[src/rtl/ahbl_gpio_ctrl_if.sv]
// AHB-Lite slave-side bus bundle for ahbl_gpio_ctrl.
interface ahbl_gpio_ctrl_if;
  logic        HSEL;
  logic [31:0] HADDR;
  logic [1:0]  HTRANS;
  logic        HWRITE;
  logic [2:0]  HSIZE;
  logic        HREADY;
  logic [31:0] HWDATA;
  logic [31:0] HRDATA;
  logic        HREADYOUT;
  logic        HRESP;

  modport master (output HSEL, HADDR, HTRANS, HWRITE, HSIZE, HREADY, HWDATA,
                  input  HRDATA, HREADYOUT, HRESP);
  modport slave  (input  HSEL, HADDR, HTRANS, HWRITE, HSIZE, HREADY, HWDATA,
                  output HRDATA, HREADYOUT, HRESP);
endinterface

[src/rtl/ahbl_gpio_ctrl.sv]
// AHB-Lite 32-bit GPIO port: out/oe registers, set/clr/tgl aliases, synchronized input.
// Optional edge-detect interrupt unit enabled by defining GPIO_IRQ_EN.
module ahbl_gpio_ctrl #(
  parameter int          SYNC_STAGES = 2,
  parameter logic [31:0] OUT_RESET   = 32'h0000_0000
) (
  input  logic              HCLK,
  input  logic              HRESETn,
  ahbl_gpio_ctrl_if.slave   bus,
  output logic [31:0]       GPIO_OUT,
  output logic [31:0]       GPIO_OE,
  input  logic [31:0]       GPIO_IN,
  output logic              IRQ
);
  localparam logic [3:0] OFF_OUT = 4'h0;
  localparam logic [3:0] OFF_OE  = 4'h1;
  localparam logic [3:0] OFF_IN  = 4'h2;
  localparam logic [3:0] OFF_SET = 4'h3;
  localparam logic [3:0] OFF_CLR = 4'h4;
  localparam logic [3:0] OFF_TGL = 4'h5;

  logic        r_dp_vld, r_dp_write, r_dp_word;
  logic [3:0]  r_dp_off;
  logic [31:0] r_out, r_oe;
  logic [SYNC_STAGES-1:0][31:0] r_sync;
  logic [31:0] w_din, w_rdata;
  logic        w_wr;
  logic        w_unused;

  assign w_unused = &{bus.HADDR[31:6], bus.HADDR[1:0], bus.HTRANS[0]};

  // Data-phase latch; only word writes are allowed to touch registers.
  always_ff @(posedge HCLK or negedge HRESETn) begin
    if (!HRESETn) begin
      r_dp_vld   <= 1'b0;
      r_dp_write <= 1'b0;
      r_dp_word  <= 1'b0;
      r_dp_off   <= '0;
    end else begin
      r_dp_vld   <= bus.HSEL & bus.HREADY & bus.HTRANS[1];
      r_dp_write <= bus.HWRITE;
      r_dp_word  <= (bus.HSIZE == 3'b010);
      r_dp_off   <= bus.HADDR[5:2];
    end
  end

  assign w_wr = r_dp_vld & r_dp_write & r_dp_word;

  always_ff @(posedge HCLK or negedge HRESETn) begin
    if (!HRESETn) begin
      r_out <= OUT_RESET;
      r_oe  <= '0;
    end else if (w_wr) begin
      case (r_dp_off)
        OFF_OUT: r_out <= bus.HWDATA;
        OFF_OE:  r_oe  <= bus.HWDATA;
        OFF_SET: r_out <= r_out | bus.HWDATA;
        OFF_CLR: r_out <= r_out & ~bus.HWDATA;
        OFF_TGL: r_out <= r_out ^ bus.HWDATA;
        default: ;
      endcase
    end
  end

  // The last sync stage is the only path from the pads into any logic.
  always_ff @(posedge HCLK or negedge HRESETn) begin
    if (!HRESETn) r_sync <= '0;
    else          r_sync <= {r_sync[SYNC_STAGES-2:0], GPIO_IN};
  end

  assign w_din = r_sync[SYNC_STAGES-1];

`ifdef GPIO_IRQ_EN
  localparam logic [3:0] OFF_MASK = 4'h6;
  localparam logic [3:0] OFF_EDGE = 4'h7;
  localparam logic [3:0] OFF_STAT = 4'h8;

  logic [31:0] r_din_d, r_mask, r_edge, r_status;
  logic        r_irq;
  logic [31:0] w_hit, w_w1c;

  assign w_hit = (r_edge & w_din & ~r_din_d) | (~r_edge & ~w_din & r_din_d);
  assign w_w1c = (w_wr && r_dp_off == OFF_STAT) ? bus.HWDATA : '0;

  // Hardware edges OR in after the W1C mask, so a same-cycle set wins.
  always_ff @(posedge HCLK or negedge HRESETn) begin
    if (!HRESETn) begin
      r_din_d  <= '0;
      r_mask   <= '0;
      r_edge   <= '0;
      r_status <= '0;
      r_irq    <= 1'b0;
    end else begin
      r_din_d  <= w_din;
      if (w_wr && r_dp_off == OFF_MASK) r_mask <= bus.HWDATA;
      if (w_wr && r_dp_off == OFF_EDGE) r_edge <= bus.HWDATA;
      r_status <= (r_status & ~w_w1c) | w_hit;
      r_irq    <= |(r_status & r_mask);
    end
  end

  assign IRQ = r_irq;
`else
  assign IRQ = 1'b0;
`endif

  always_comb begin
    w_rdata = '0;
    if (r_dp_vld && !r_dp_write) begin
      case (r_dp_off)
        OFF_OUT:  w_rdata = r_out;
        OFF_OE:   w_rdata = r_oe;
        OFF_IN:   w_rdata = w_din;
`ifdef GPIO_IRQ_EN
        OFF_MASK: w_rdata = r_mask;
        OFF_EDGE: w_rdata = r_edge;
        OFF_STAT: w_rdata = r_status;
`endif
        default:  w_rdata = '0;
      endcase
    end
  end

  assign bus.HRDATA    = w_rdata;
  assign bus.HREADYOUT = 1'b1;
  assign bus.HRESP     = 1'b0;
  assign GPIO_OUT      = r_out;
  assign GPIO_OE       = r_oe;
endmodule
[src/flat_wrapper.sv]
// flat-port wrapper written by rule: the top's interface ports become plain ports
module ahbl_gpio_ctrl_flat 
#(
  parameter int          SYNC_STAGES = 2,
  parameter logic [31:0] OUT_RESET   = 32'h0000_0000
)
  (HCLK, HRESETn, GPIO_OUT, GPIO_OE, GPIO_IN, IRQ, bus_HSEL, bus_HADDR, bus_HTRANS, bus_HWRITE, bus_HSIZE, bus_HREADY, bus_HWDATA, bus_HRDATA, bus_HREADYOUT, bus_HRESP);
  ahbl_gpio_ctrl_if bus_i ();
  input  logic HCLK;
  input  logic HRESETn;
  output logic [31:0] GPIO_OUT;
  output logic [31:0] GPIO_OE;
  input  logic [31:0] GPIO_IN;
  output logic IRQ;
  input wire logic [$bits(bus_i.HSEL)-1:0] bus_HSEL;
  input wire logic [$bits(bus_i.HADDR)-1:0] bus_HADDR;
  input wire logic [$bits(bus_i.HTRANS)-1:0] bus_HTRANS;
  input wire logic [$bits(bus_i.HWRITE)-1:0] bus_HWRITE;
  input wire logic [$bits(bus_i.HSIZE)-1:0] bus_HSIZE;
  input wire logic [$bits(bus_i.HREADY)-1:0] bus_HREADY;
  input wire logic [$bits(bus_i.HWDATA)-1:0] bus_HWDATA;
  output wire logic [$bits(bus_i.HRDATA)-1:0] bus_HRDATA;
  output wire logic [$bits(bus_i.HREADYOUT)-1:0] bus_HREADYOUT;
  output wire logic [$bits(bus_i.HRESP)-1:0] bus_HRESP;
  assign bus_i.HSEL = bus_HSEL;
  assign bus_i.HADDR = bus_HADDR;
  assign bus_i.HTRANS = bus_HTRANS;
  assign bus_i.HWRITE = bus_HWRITE;
  assign bus_i.HSIZE = bus_HSIZE;
  assign bus_i.HREADY = bus_HREADY;
  assign bus_i.HWDATA = bus_HWDATA;
  assign bus_HRDATA = bus_i.HRDATA;
  assign bus_HREADYOUT = bus_i.HREADYOUT;
  assign bus_HRESP = bus_i.HRESP;
  ahbl_gpio_ctrl #(.SYNC_STAGES(SYNC_STAGES), .OUT_RESET(OUT_RESET)) u_core (.HCLK(HCLK), .HRESETn(HRESETn), .bus(bus_i), .GPIO_OUT(GPIO_OUT), .GPIO_OE(GPIO_OE), .GPIO_IN(GPIO_IN), .IRQ(IRQ));
endmodule
[config.mk]
export PLATFORM = sky130hd
export DESIGN_NAME = ahbl_gpio_ctrl_flat
export DESIGN_NICKNAME = d
export VERILOG_FILES = /design/src/rtl/ahbl_gpio_ctrl_if.sv /design/src/rtl/ahbl_gpio_ctrl.sv /design/src/flat_wrapper.sv
export SDC_FILE = /design/constraint.sdc
export NUM_CORES = 1
export LEC_CHECK = 0
export BUFFER_PORTS_ARGS = -buffer_cell sky130_fd_sc_hd__buf_2
export CAP_MARGIN = 0
export CORE_MARGIN = 1
export CORE_UTILIZATION = 49
export DETAILED_ROUTE_END_ITERATION = 16
export GPL_ROUTABILITY_DRIVEN = 0
export PLACE_DENSITY = 0.81
export SYNTH_ARGS = -nofsm -noshare
export SYNTH_HDL_FRONTEND = slang
export SYNTH_SLANG_ARGS = --single-unit
[constraint.sdc]
create_clock -name HCLK -period 5.3 [get_ports HCLK]
set_clock_uncertainty 0.1 [all_clocks]
set_input_delay 0.265 -clock HCLK [delete_from_list [all_inputs] [get_ports HCLK]]
set_output_delay 0.265 -clock HCLK [all_outputs]
set_load 0.05 [all_outputs]
==> flow_summary.ini, run 1 <==
[global_route]
top_usage_layer = met2
grt_pass1_wl_um = 29600
grtUsageMet1_pct = 31.2
grt.overflow.total = 0
grtUsageMet3_pct = 6.59
grt_pass1_vias = 5878
antenna_found_initial = 0
grt_max_degree = 83
grt_usage_pct = 25.7
met2_usage_pct = 43.8

[critical_path]
crit_family = simple AND/OR/NAND/NOR gates
path_max_fanout = 34
critical_path_class = flip-flop to flip-flop
crit_slowest_cell = or3_2
cp-start-kind = flip-flop
crit_arrival_ps = 3590
max_stage_delay_ps = 1050
cp.required_ps = 5500
critPathBufInv = 2
cpMostUsedCell = buf_4
cp_cell_sequence = buf_4 -> nor2b_4 -> nand3_2 -> or3_2 -> buf_4 -> mux2_4
crit_path_end_kind = flip-flop

[die]
rows = 44
die_h_um = 124
start_util_pct = 50.3
ios = 205
die_width_um = 124
core_area_sq_um = 14500
die_area_sq_um = 15400

[hold_path]
hp-class = input pin to flip-flop

[route]
drtIter0Drc = 368
dr_total_vias = 6007
final_antenna_net_count = 0
firstDrtPassIters = 5
wl_per_cell_um = 17.5
drt_wl_total_um = 19100
drc = 0
via_per_inst = 5.51

[synthesis]
synth_seq_cells = 135
synth_mux_area_share_pct = 13.0
yosysUniqueCellTypes = 33
synth_xor_area_share_pct = 0.120
yosysTopAreaCell = dfrtp_1
syn_area_per_cell_sq_um = 10.4
synth_area_leaders = dfrtp_1, ha_1, mux2i_1
seq_area_frac_synth_pct = 46.2
synth_compound_area_share_pct = 15.3
synth-simple-area-share_pct = 6.23
synth_top_family_by_area = compound AO/OA/AOI/OAI gates
synthAdderAreaFrac_pct = 11.0
synth_area_sq_um = 7310
synth_top_area_share_pct = 46.2
synthCells = 705
synth_warnings = 0

[final_layout]
n_antenna_cell = 0
finalInstanceArea_sq_um = 9270
drive_gt1_share_pct = 27.9
syn_to_final_growth_pct = 26.8
num-nets-final = 1064
fill_cells = 1177

[sta]
rsz0062_at_grt = no
fmax_mhz = 295
final_max_slew_viol_count = 0
tns_ps = 0
finalCritPeriodShare_pct = 64.0
setup_viol = 0
hold_viol = 0
period_minus_slack_ps = 3390
slew-limit-headroom_pct = 25.6
worstMarginPinSlew_ps = 1120

[placement]
place_area_sq_um = 8210
hpwl_um = 11200
io_buffers = 172

[status]
status = finished clean

[clock_network]
cts_tree = done
clkSinkCount = 135
cts_buffers = 17
cts_resized = 0
clk_latency_ps = 420
path_clk_slew_ps = 60
ctsHtreeMaxLevel = 4
cts_root_buffer = clkbuf_16
cts.path.max_buffers = 2
post_cts_buffers = 0

[power_and_ir_drop]
finalPower_mw = 2.85
p_leak_nw = 4.83
irDropWorstVdd_mv = 0.265
p_per_area_nw_per_um2 = 307

[job]
cap_violations = 0
-- synth_stat cells, drive strengths merged --
master   count
nand2b       2
o31ai       16
mux2        32
xnor2        1
nand2        1
dfrtp      135
ha          64
inv         80
a211oi       1
nor2b        3
nor2        96
a221oi      16
and3b        1
buf         33
a21oi       48
nor3b        1
o21ba        1
clkbuf      23
mux2i       48
o2bb2ai     16
or2          1
o21ai       64
or3          1
o32ai       16
conb         2
nand3        1
nand3b       1
and3         1
-- cells by family (layout without fill, tap and decap cells) --
family,Yosys count,count (layout)
AOI/OAI and AO/OA,178,178
xor gates and xnor gates,1,1
adders and majority gates,64,64
buffers and inverters,136,337
DFF,135,135
muxes,80,80
other,2,3
and+or+nand+nor,109,109
-- repair_timing --
action,CTS,global route
endpoints found under the setup margin,0,0
hold buffers,46,0
hold endpoints to repair,124,0
-- layer usage --
metal	share of wire [%]	up-vias
met5	0	-
met4	2.1	0
met3	6.2	31
met2	50	213
met1	42	2982
li1	-	2781
-- report_power, final --
group          total [mW]  internal [mW]  leakage (nW)  switching [mW]
combinational       0.500          0.176          3.05           0.324
clock                1.19          0.722         0.282           0.469
sequential           1.15           1.09          1.50          0.0618
-- cells in the final DEF, fill, tap and decap left out, types with 17 or more instances in the layout --
cell type      synthesis  final
mux2_4                30     30
mux2i_1               48     48
o21ai_0               64     64
dfrtp_1              135    133
buf_2                 18    171
ha_1                  64     64
clkbuf_16              0     17
nor2_1                96     96
a21oi_1               48     48
dlygate4sd3_1          0     46
inv_1                 80     80
-- through the flow --
stage                     util (%)  setup slack [ps]  instances  hold WS, ps
after floorplan                  -              2970        706         -131
after global placement        56.5              1980       1013          231
after detailed placement      56.5              1940       1013          236
after CTS                     63.8              1930       1091        0.606
after global routing          63.8              1780       1091        0.342
final                         63.8              1910       1091         15.7
-- path summary, 6_finish.rpt --
path	slack (ps)	depth (start not counted)	from	endpoint
min reg2reg	240	0	u_core.r_sync[4]$_DFF_PN0_	u_core.w_din[4]$_DFF_PN0_
min in group asynchronous	340	2	HRESETn	u_core.GPIO_OE[9]$_DFFE_PN0P_
max	1910	6	u_core.r_dp_off[3]$_DFF_PN0_	u_core.GPIO_OE[23]$_DFFE_PN0P_
max in group asynchronous	3480	3	HRESETn	u_core.r_dp_off[0]$_DFF_PN0_
max reg2reg	1910	6	u_core.r_dp_off[3]$_DFF_PN0_	u_core.GPIO_OE[23]$_DFFE_PN0P_
min	20	2	bus_HWDATA[28]	u_core.GPIO_OE[28]$_DFFE_PN0P_
-- registers in the layout, indices dropped and copies added, names as in the netlist --
register	count
u_core.GPIO_OE	32
u_core.GPIO_OUT	32
u_core.r_dp_off	4
u_core.r_dp_vld	1
u_core.r_dp_word	1
u_core.r_dp_write	1
u_core.r_sync	32
u_core.w_din	32
-- worst register-to-register path: cells and delay by family, from the launching register on --
kind / cells / cell delay [ps]
AND/OR/NAND/NOR: 3 / 1850
buffers and inverters: 2 / 640
multiplexers: 1 / 330
flip-flops: 1 / 350
-- cell type report --
class / count / area [sq um] / share of cell area (%)
flip-flops and latches: 135 / 3380 / 36.5
clock inverters: 13 / 148 / 1.59
inverters: 80 / 300 / 3.24
clock buffers: 19 / 453 / 4.89
repair buffers: 225 / 1380 / 14.9
well taps: 184 / 230 / 2.48
multi-input cells: 435 / 3370 / 36.4
No activity file was read; power rests on OpenSTA's default activity.
==> run 2, diff against run 1 <==
Settings changed: ABC_AREA from default to 1.
Clock period 5.3 ns to 3.36 ns, I/O delays scaled along.
==> run 2 against run 1 <==
Clock-buffer cell count stayed put. Non-clock buffer count is 28 higher. Sequential power is 56% higher. Register-to-register slack worse by 870 ps. Critical path depth is 2 higher. Die area is 0.55% lower. Global-route usage is 0.23 points higher. Synthesized cell count is 30% higher. Synthesized area is 0.56% lower. Clock power is 51% higher. Setup slack worse by 1400 ps.
==> flow_summary.ini, run 2 <==
[status]
status = finished clean

[synthesis]
synth_warnings = 0
synthCells = 919
synth_area_leaders = dfrtp_1, nand2_1, ha_1
seq_area_frac_synth_pct = 46.5
ys.flop_type = dfrtp_1
yosysTopAreaCell = dfrtp_1
synth_seq_cells = 135
synth_area_sq_um = 7270
syn_area_per_cell_sq_um = 7.91
yosysUniqueCellTypes = 20
yosys-top-cells-count = nand2_1, dfrtp_1, inv_1
synth.most_common_cell = nand2_1
synth_edf_count = 0
ys_async_sr_fraction_pct = 100
synth_top_area_share_pct = 46.5

[sta]
rsz0062_at_grt = no
worstMarginPinSlew_ps = 893
period_minus_slack_ps = 2860
final_max_slew_viol_count = 0
setup_viol = 0
fmax_mhz = 350
tns_ps = 0
holdWs_ps = 203
slew-limit-headroom_pct = 40.3
hold_viol = 0
worst_slack_ps = 505
finalCritPeriodShare_pct = 85.0

[final_layout]
fin_util_pct = 65.9
n_antenna_cell = 0
layout_commonest_cell = nand2_1
final_cell_mix = nand2_1, buf_2, dfrtp_1, inv_1, nand3_1
num-nets-final = 1311
fill_cells = 1130
finalInstanceArea_sq_um = 9540
drive_gt1_share_pct = 19.5
syn_to_final_growth_pct = 31.3

[critical_path]
cpMostUsedCell = nand2_1
crit_path_end_kind = primary output
cp.required_ps = 3090
reg2reg_to = u_core.GPIO_OUT[18]$_DFFE_PN0P_
crit_cells = 8
critPathCapture = bus_HRDATA[5]
r2r_setup_slack_ps = 1040
cp-start-kind = flip-flop
reg2reg_depth = 8
crit_arrival_ps = 2590
critPathBufInv = 3
reg2reg_from = u_core.r_dp_off[3]$_DFF_PN0_
max_stage_delay_ps = 720
cp-startpoint = u_core.r_dp_off[0]$_DFF_PN0_
cp_cell_sequence = inv_1 -> nand2_1 -> nor2_4 -> nand2_1 -> nand3_1 -> nand2_1 -> inv_1 -> buf_2
crit_family = simple AND/OR/NAND/NOR gates
critical_path_class = flip-flop to primary output
path_max_fanout = 32
crit_slowest_cell = nor2_4

[die]
die_width_um = 124
ios = 205
die_h_um = 124
die_area_sq_um = 15300
core_area_sq_um = 14500
rows = 44
start_util_pct = 50.2

[route]
firstDrtPassIters = 5
drc = 0
dr_total_vias = 6785
via_per_inst = 5.07
drtIter0Drc = 543
final_antenna_net_count = 0
wl_per_cell_um = 14.2
drt_wl_total_um = 19000

[global_route]
grt_pass1_wl_um = 30700
grt.overflow.total = 0
antenna_found_initial = 0
grt_usage_pct = 26.0
grt_max_degree = 72
grt_pass1_vias = 6366

[clock_network]
cts_tree = done
hold_buffers = 74
post_cts_buffers = 0
cts_resized = 0
clkSinkCount = 135
path_clk_slew_ps = 60
ctsHtreeMaxLevel = 4
clk_latency_ps = 420
cts_root_buffer = clkbuf_16
cts_buffers = 17
cts.path.max_buffers = 2

[placement]
place_ws_ps = 987
place_area_sq_um = 8230
io_buffers = 172
hpwl_um = 11100

[hold_path]
hp-class = input pin to asynchronous set/reset pin

[power_and_ir_drop]
p_leak_nw = 5.13
irDropWorstVdd_mv = 0.340
p_per_area_nw_per_um2 = 446

[job]
cap_violations = 0
run 2: routing by layer:
layer	track usage, %	up-vias	share of wire (%)
met5	0	-	0
met4	10.3	0	1.9
met3	5.91	37	6.8
met2	43.4	264	49
met1	32.5	3180	42
li1	-	3304	-
run 2: final cells by class:
type	count	area [sq um]	area share (%)
clock inverter	12	130	1.36
inverter	134	503	5.27
multi-input combinational	600	3190	33.4
sequential	135	3380	35.4
tap	184	230	2.41
clock buffer	19	443	4.64
timing repair buffer	253	1670	17.5
run 2: stage by stage:
stage / std cells / power, mW
3_3_place_gp: 1232 / 2.39
6_report: 1337 / 4.26
4_1_cts: 1337 / 4.28
2_1_floorplan: 920 / 2.20
3_5_place_dp: 1232 / 2.41
5_1_grt: 1337 / 4.43
run 2: logic make-up after synthesis:
| family | count (synthesis) | share of synthesized area (%) |
|---|---|---|
| simple gates | 501 | 29.9 |
| buf+inv | 185 | 10.3 |
| flops | 135 | 46.5 |
| fa+ha+maj | 64 | 11.0 |
| compound gates | 32 | 2.20 |
| other cells | 2 | 0.103 |
run 2: power by group:
| group | switching (mW) | leakage [nW] | internal [mW] |
|---|---|---|---|
| Combinational | 0.447 | 3.44 | 0.221 |
| Clock | 0.695 | 0.279 | 1.10 |
| Sequential | 0.0766 | 1.41 | 1.71 |
| Total | 1.22 | 5.13 | 3.04 |
run 2: worst min-delay path by stage:
| stage | from | slack, ps | depth (start not counted) | end |
|---|---|---|---|---|
| global route | u_core.r_sync[19]$_DFF_PN0_ | 250 | 0 | u_core.w_din[19]$_DFF_PN0_ |
| detailed placement | HRESETn | 90 | 1 | u_core.r_sync[2]$_DFF_PN0_ |
| finish | HRESETn | 200 | 2 | u_core.GPIO_OUT[8]$_DFFE_PN0P_ |
| floorplan | HRESETn | -230 | 0 | u_core.GPIO_OE[0]$_DFFE_PN0P_ |
| global placement | HRESETn | 90 | 1 | u_core.r_sync[2]$_DFF_PN0_ |
| CTS | HRESETn | 210 | 2 | u_core.r_sync[2]$_DFF_PN0_ |
